**src/rtl/alu_arbiter.sv**
```systemverilog
// Two-requester arbiter in front of a shared combinational ALU.
// Each operation is granted in IDLE, evaluated in EXEC and held in RESP until it is consumed.
module alu_arbiter #(
  parameter int unsigned W  = 18,
  parameter int unsigned CW = 16
) (
  input  logic          clk,
  input  logic          rst,

  input  logic          req0_valid,
  input  logic [W-1:0]  req0_a,
  input  logic [W-1:0]  req0_b,
  input  logic [1:0]    req0_sel,
  output logic          req0_ready,

  input  logic          req1_valid,
  input  logic [W-1:0]  req1_a,
  input  logic [W-1:0]  req1_b,
  input  logic [1:0]    req1_sel,
  output logic          req1_ready,

  output logic [W-1:0]  alu_a,
  output logic [W-1:0]  alu_b,
  output logic [1:0]    alu_sel,
  input  logic [W-1:0]  alu_c,
  input  logic          alu_z,

  output logic          rsp_valid,
  output logic [W-1:0]  rsp_c,
  output logic          rsp_z,
  output logic          rsp_id,
  input  logic          rsp_ready,

  output logic          busy,
  output logic [CW-1:0] op_count
);

  typedef enum logic [1:0] {StIdle, StExec, StResp} state_e;

  state_e         state_q, state_d;
  logic           prio_q, prio_d;
  logic [W-1:0]   a_q, b_q;
  logic [1:0]     sel_q;
  logic           id_q;
  logic [W-1:0]   rsp_c_q;
  logic           rsp_z_q;
  logic [CW-1:0]  cnt_q;

  logic           gnt0, gnt1;
  logic           accept;
  logic           consume;

  // Grants are only offered from IDLE and never while reset is asserted.
  always_comb begin
    gnt0 = 1'b0;
    gnt1 = 1'b0;
    if (state_q == StIdle && !rst) begin
      if (req0_valid && req1_valid) begin
        gnt0 = ~prio_q;
        gnt1 = prio_q;
      end else begin
        gnt0 = req0_valid;
        gnt1 = req1_valid;
      end
    end
  end

  assign req0_ready = gnt0;
  assign req1_ready = gnt1;
  assign accept     = gnt0 | gnt1;
  assign consume    = (state_q == StResp) && rsp_ready;

  always_comb begin
    state_d = state_q;
    prio_d  = prio_q;
    case (state_q)
      StIdle: begin
        if (accept) begin
          state_d = StExec;
        end
      end
      StExec: begin
        state_d = StResp;
      end
      StResp: begin
        if (rsp_ready) begin
          state_d = StIdle;
          // Hand priority to the requester that was not just served.
          prio_d  = ~id_q;
        end
      end
      default: begin
        state_d = StIdle;
      end
    endcase
  end

  always_ff @(posedge clk) begin
    if (rst) begin
      state_q <= StIdle;
      prio_q  <= 1'b0;
      a_q     <= '0;
      b_q     <= '0;
      sel_q   <= '0;
      id_q    <= 1'b0;
      rsp_c_q <= '0;
      rsp_z_q <= 1'b0;
      cnt_q   <= '0;
    end else begin
      state_q <= state_d;
      prio_q  <= prio_d;
      if (accept) begin
        a_q   <= gnt1 ? req1_a   : req0_a;
        b_q   <= gnt1 ? req1_b   : req0_b;
        sel_q <= gnt1 ? req1_sel : req0_sel;
        id_q  <= gnt1;
      end
      if (state_q == StExec) begin
        rsp_c_q <= alu_c;
        rsp_z_q <= alu_z;
      end
      if (consume && (cnt_q != '1)) begin
        cnt_q <= cnt_q + CW'(1);
      end
    end
  end

  assign alu_a     = a_q;
  assign alu_b     = b_q;
  assign alu_sel   = sel_q;

  assign rsp_valid = (state_q == StResp);
  assign rsp_c     = rsp_c_q;
  assign rsp_z     = rsp_z_q;
  assign rsp_id    = id_q;

  assign busy      = (state_q != StIdle);
  assign op_count  = cnt_q;

endmodule

```
**config.mk**
```make
export PLATFORM = sky130hd
export DESIGN_NAME = alu_arbiter
export DESIGN_NICKNAME = d
export VERILOG_FILES = /design/src/rtl/alu_arbiter.sv
export SDC_FILE = /design/constraint.sdc
export NUM_CORES = 1
export LEC_CHECK = 0
export BUFFER_PORTS_ARGS = -buffer_cell sky130_fd_sc_hd__buf_4
export CAP_MARGIN = 20
export CELL_PAD_IN_SITES_DETAIL_PLACEMENT = 1
export CELL_PAD_IN_SITES_GLOBAL_PLACEMENT = 1
export CORE_MARGIN = 4
export CORE_UTILIZATION = 28
export DETAILED_ROUTE_END_ITERATION = 10
export PLACE_DENSITY_LB_ADDON = 0.08
export SYNTH_ARGS = -nofsm -noshare
export SYNTH_HDL_FRONTEND = slang
export SYNTH_SLANG_ARGS = --single-unit
```
**constraint.sdc**
```tcl
create_clock -name clk -period 1.7 [get_ports clk]
set_input_delay 0.085 -clock clk [delete_from_list [all_inputs] [get_ports clk]]
set_output_delay 0.085 -clock clk [all_outputs]
set_load 0.1 [all_outputs]
```
==> flow_metrics.tcl <==
set metrics [dict create \
    final_nets 674 \
    post_synth_num_cell_types 37 \
    status "finished, final reports clean" \
    vias_per_cell 4.87 \
    drtPass1Iterations 4 \
    maxSlewViolCount 0 \
    most_common_library_cell_in_the_layout_ignoring_fill_and_taps "sky130_fd_sc_hd__buf_4" \
    largest_net_degree_at_the_start_of_global_routing 79 \
    die_h_um 117 \
    wl_um 11300 \
    holdCritPathClass "in -> reg" \
    gr-total-overflow 0 \
    end_kind "flip-flop" \
    max_slew_margin_vs_limit 0.420 \
    finalCoreUtilization 0.482 \
    syn-mean-instance-area_um2 8.90 \
    mappedNetlistArea_mm2 0.00331 \
    yosys_warnings 0 \
    drt_first_iter_violations 131 \
    timing_hold_violations_final 0 \
    synth.yosys.seq_area_share 0.466 \
    worst_path_largest_cell_delay_ns 0.48 \
    critPathBufInv 0 \
    setup_viol 0 \
    routed_wire_length_per_instance_um 15.7 \
    critical_path_start_type "flip-flop" \
    clock_tree.htree_level_count 3 \
    diode_count 0 \
    worst-slew-pin-transition_ns 0.870 \
    leakage_uw 0.00259 \
    place_congestion 0.751 \
    min_period_over_period 0.978 \
    cts.sinks 77 \
    p_int_uw 3430 \
    register_bit_count_reported_by_yosys 77 \
    synthesis.nets 473 \
    fmax_mhz 602 \
    placementRows 39 \
    initial_utilization 0.287 \
    layout-drive-gt1-share 0.442 \
    die_area_mm2 0.0136 \
    drv.max_cap_violation_count 0 \
    number_of_antenna_violations_at_the_first_check_in_global_routing 0 \
    clock_skew_ns 0.00515 \
    clock_tree_from_tritoncts "done" \
    grt_first_pass_wirelength_um 17600 \
    seq_power_share 0.359 \
    dp_hpwl_um 8130 \
    ant_nets 0 \
    drc_errors 0 \
    powerDensity_mw_per_mm2 992 \
    grt_pass1_vias 3578 \
    clock_insertion_delay_worst_skew_ns 0.34 \
    top_level_ports 178 \
    ir_drop_mv 0.526 \
    clock_power_share 0.318 \
    cts_max_path_buffers 2 \
    grtUsageTotal 0.165 \
    worst_ep_arrival_time_ns 1.92 \
    path_class "reg -> reg" \
    hold-worst-slack_ns 0.0116 \
    core_area_mm2 0.0115 \
    comb_power_share 0.323 \
    areaGrowthSynthToFinish_pct 67.6 \
    die-width_um 117 \
    place.port_buffers 177 \
    place_area_mm2 0.00499 \
    cts.clk_slew.worst_paths_ns 0.06 \
    layout.cell_area.non_filler_mm2 0.00555 \
    clk_root_buffer_cell "sky130_fd_sc_hd__clkbuf_16" \
    crit_path_top_delay_cell "sky130_fd_sc_hd__or4_4" \
    swShare 0.376 \
    worst_ep_required_time_ns 1.96 \
    routed-via-count 3509 \
    cts_made_buffers 9 \
    rsz0062_at_grt "true" \
    finalPower_uw 5500 \
    timing.critical_path.max_delay_family "simple AND/OR/NAND/NOR gates" \
    commonest_cells_after_routing_fill_and_taps_aside "sky130_fd_sc_hd__buf_4 (199), sky130_fd_sc_hd__dfxtp_1 (61), sky130_fd_sc_hd__nor2_1 (45)" \
    worst-path-max-fanout 5 \
    switchingPower_uw 2070 \
    fillerInstances 1319 \
    min_period_ns 1.66 \
    synthesis.instances 372 \
    cp_cell_sequence "ha_4 > nand4_4 > or2_4 > or4_4 > a21oi_2" \
]
[registers in the layout (all words and copies together), names as in the netlist]
register / flops
alu_a: 18
alu_b: 18
alu_sel: 2
op_count: 16
prio_q: 1
rsp_c: 18
rsp_id: 1
rsp_z: 1
state_q: 2
[metal layers]
layer  global-route usage  vias up  routed length [um]
li1                     -     1741                   -
met1                0.181     1645                4370
met2                0.286      110                5700
met3               0.0674       13                1040
met4               0.0619        0                 164
met5                    0        -                   0
[per-stage QoR]
stage / TNS, ns / cells / worst slack (ns)
2_1_floorplan: -0.807 / 372 / -0.193
3_3_place_gp: 0 / 685 / 0.0698
3_5_place_dp: 0 / 685 / 0.0439
4_1_cts: 0 / 719 / 0.00611
5_1_grt: -0.0808 / 720 / -0.0353
6_report: 0 / 720 / 0.0378
[path summary, 6_finish.rpt]
check | from | to | slack, ns | cells past startpoint
hold / removal | alu_c[6] | rsp_c[6]$_SDFFE_PP0N_ | 0.01 | 3
setup reg to reg | op_count[1]$_SDFFE_PP0P_ | op_count[12]$_SDFFE_PP0P_ | 0.04 | 5
setup / recovery | op_count[1]$_SDFFE_PP0P_ | op_count[12]$_SDFFE_PP0P_ | 0.04 | 5
hold reg to reg | rsp_c[3]$_SDFFE_PP0N_ | rsp_c[3]$_SDFFE_PP0N_ | 0.46 | 2
[synthesized netlist by cell type]
cell type | n | area (um^2)
sky130_fd_sc_hd__a211oi_1 | 39 | 293
sky130_fd_sc_hd__a21oi_1 | 34 | 170
sky130_fd_sc_hd__a311oi_1 | 2 | 17.5
sky130_fd_sc_hd__a31oi_1 | 1 | 6.26
sky130_fd_sc_hd__and3_1 | 2 | 12.5
sky130_fd_sc_hd__and3b_1 | 1 | 8.76
sky130_fd_sc_hd__buf_1 | 1 | 3.75
sky130_fd_sc_hd__buf_2 | 13 | 65.1
sky130_fd_sc_hd__clkbuf_1 | 15 | 56.3
sky130_fd_sc_hd__clkbuf_2 | 1 | 5.00
sky130_fd_sc_hd__dfxtp_1 | 77 | 1540
sky130_fd_sc_hd__ha_1 | 1 | 12.5
sky130_fd_sc_hd__inv_1 | 3 | 11.3
sky130_fd_sc_hd__mux2_2 | 2 | 22.5
sky130_fd_sc_hd__mux2i_1 | 38 | 380
sky130_fd_sc_hd__nand2_1 | 41 | 154
sky130_fd_sc_hd__nand2b_1 | 4 | 25.0
sky130_fd_sc_hd__nand3_1 | 6 | 30.0
sky130_fd_sc_hd__nand3b_1 | 2 | 15.0
sky130_fd_sc_hd__nand4_1 | 4 | 25.0
sky130_fd_sc_hd__nand4_2 | 2 | 25.0
sky130_fd_sc_hd__nor2_1 | 45 | 169
sky130_fd_sc_hd__nor2b_1 | 4 | 25.0
sky130_fd_sc_hd__nor3_1 | 5 | 25.0
sky130_fd_sc_hd__nor4_1 | 2 | 12.5
sky130_fd_sc_hd__nor4_2 | 1 | 12.5
sky130_fd_sc_hd__o21a_1 | 1 | 7.51
sky130_fd_sc_hd__o21ai_0 | 3 | 15.0
sky130_fd_sc_hd__o31a_1 | 1 | 8.76
sky130_fd_sc_hd__o31ai_1 | 6 | 45.0
sky130_fd_sc_hd__o41ai_1 | 2 | 17.5
sky130_fd_sc_hd__or2_0 | 1 | 6.26
sky130_fd_sc_hd__or2_1 | 1 | 6.26
sky130_fd_sc_hd__or2_2 | 1 | 6.26
sky130_fd_sc_hd__or3_1 | 3 | 18.8
sky130_fd_sc_hd__or4_1 | 6 | 45.0
sky130_fd_sc_hd__or4_2 | 1 | 8.76
[final cells by class]
class / count / area [um^2] / area share
multi-input combinational: 262 / 1740 / 0.313
tap: 143 / 179 / 0.0323
clock inverter: 2 / 10.0 / 0.00181
sequential: 77 / 1600 / 0.289
clock buffer: 13 / 250 / 0.0451
timing repair buffer: 220 / 1760 / 0.317
inverter: 3 / 11.3 / 0.00203
[power groups by stage]
stage	registers, uW	clock network (uW)	logic, uW
5_1_grt	1990	1890	1870
4_1_cts	1970	1820	1790
2_1_floorplan	2860	0	387
6_report	1970	1750	1780
3_3_place_gp	2000	0	1730
3_5_place_dp	2010	0	1740
[kinds of logic (layout without fill, tap and decap cells)]
kind of cell | after synthesis | in the layout | share of synthesized area
compound gates | 89 | 89 | 0.175
fa+ha+maj | 1 | 1 | 0.00378
buf+inv | 33 | 238 | 0.0427
flops | 77 | 77 | 0.466
mux | 40 | 40 | 0.122
simple gates | 132 | 132 | 0.191
[repair_timing]
action	4_1_cts	5_1_grt
hold buffers	16	0
gates resized for setup	4	14
pin swaps	0	4
endpoints found under the setup margin	1	24
hold endpoints to repair	16	0
buffers inserted	2	2
cloned	1	0
[tightest hold or removal path: stages]
cell	delay, ns
sky130_fd_sc_hd__buf_4	0.11
sky130_fd_sc_hd__nand2_1	0.05
sky130_fd_sc_hd__a21oi_1	0.05
(Power assumes the default switching activity.)
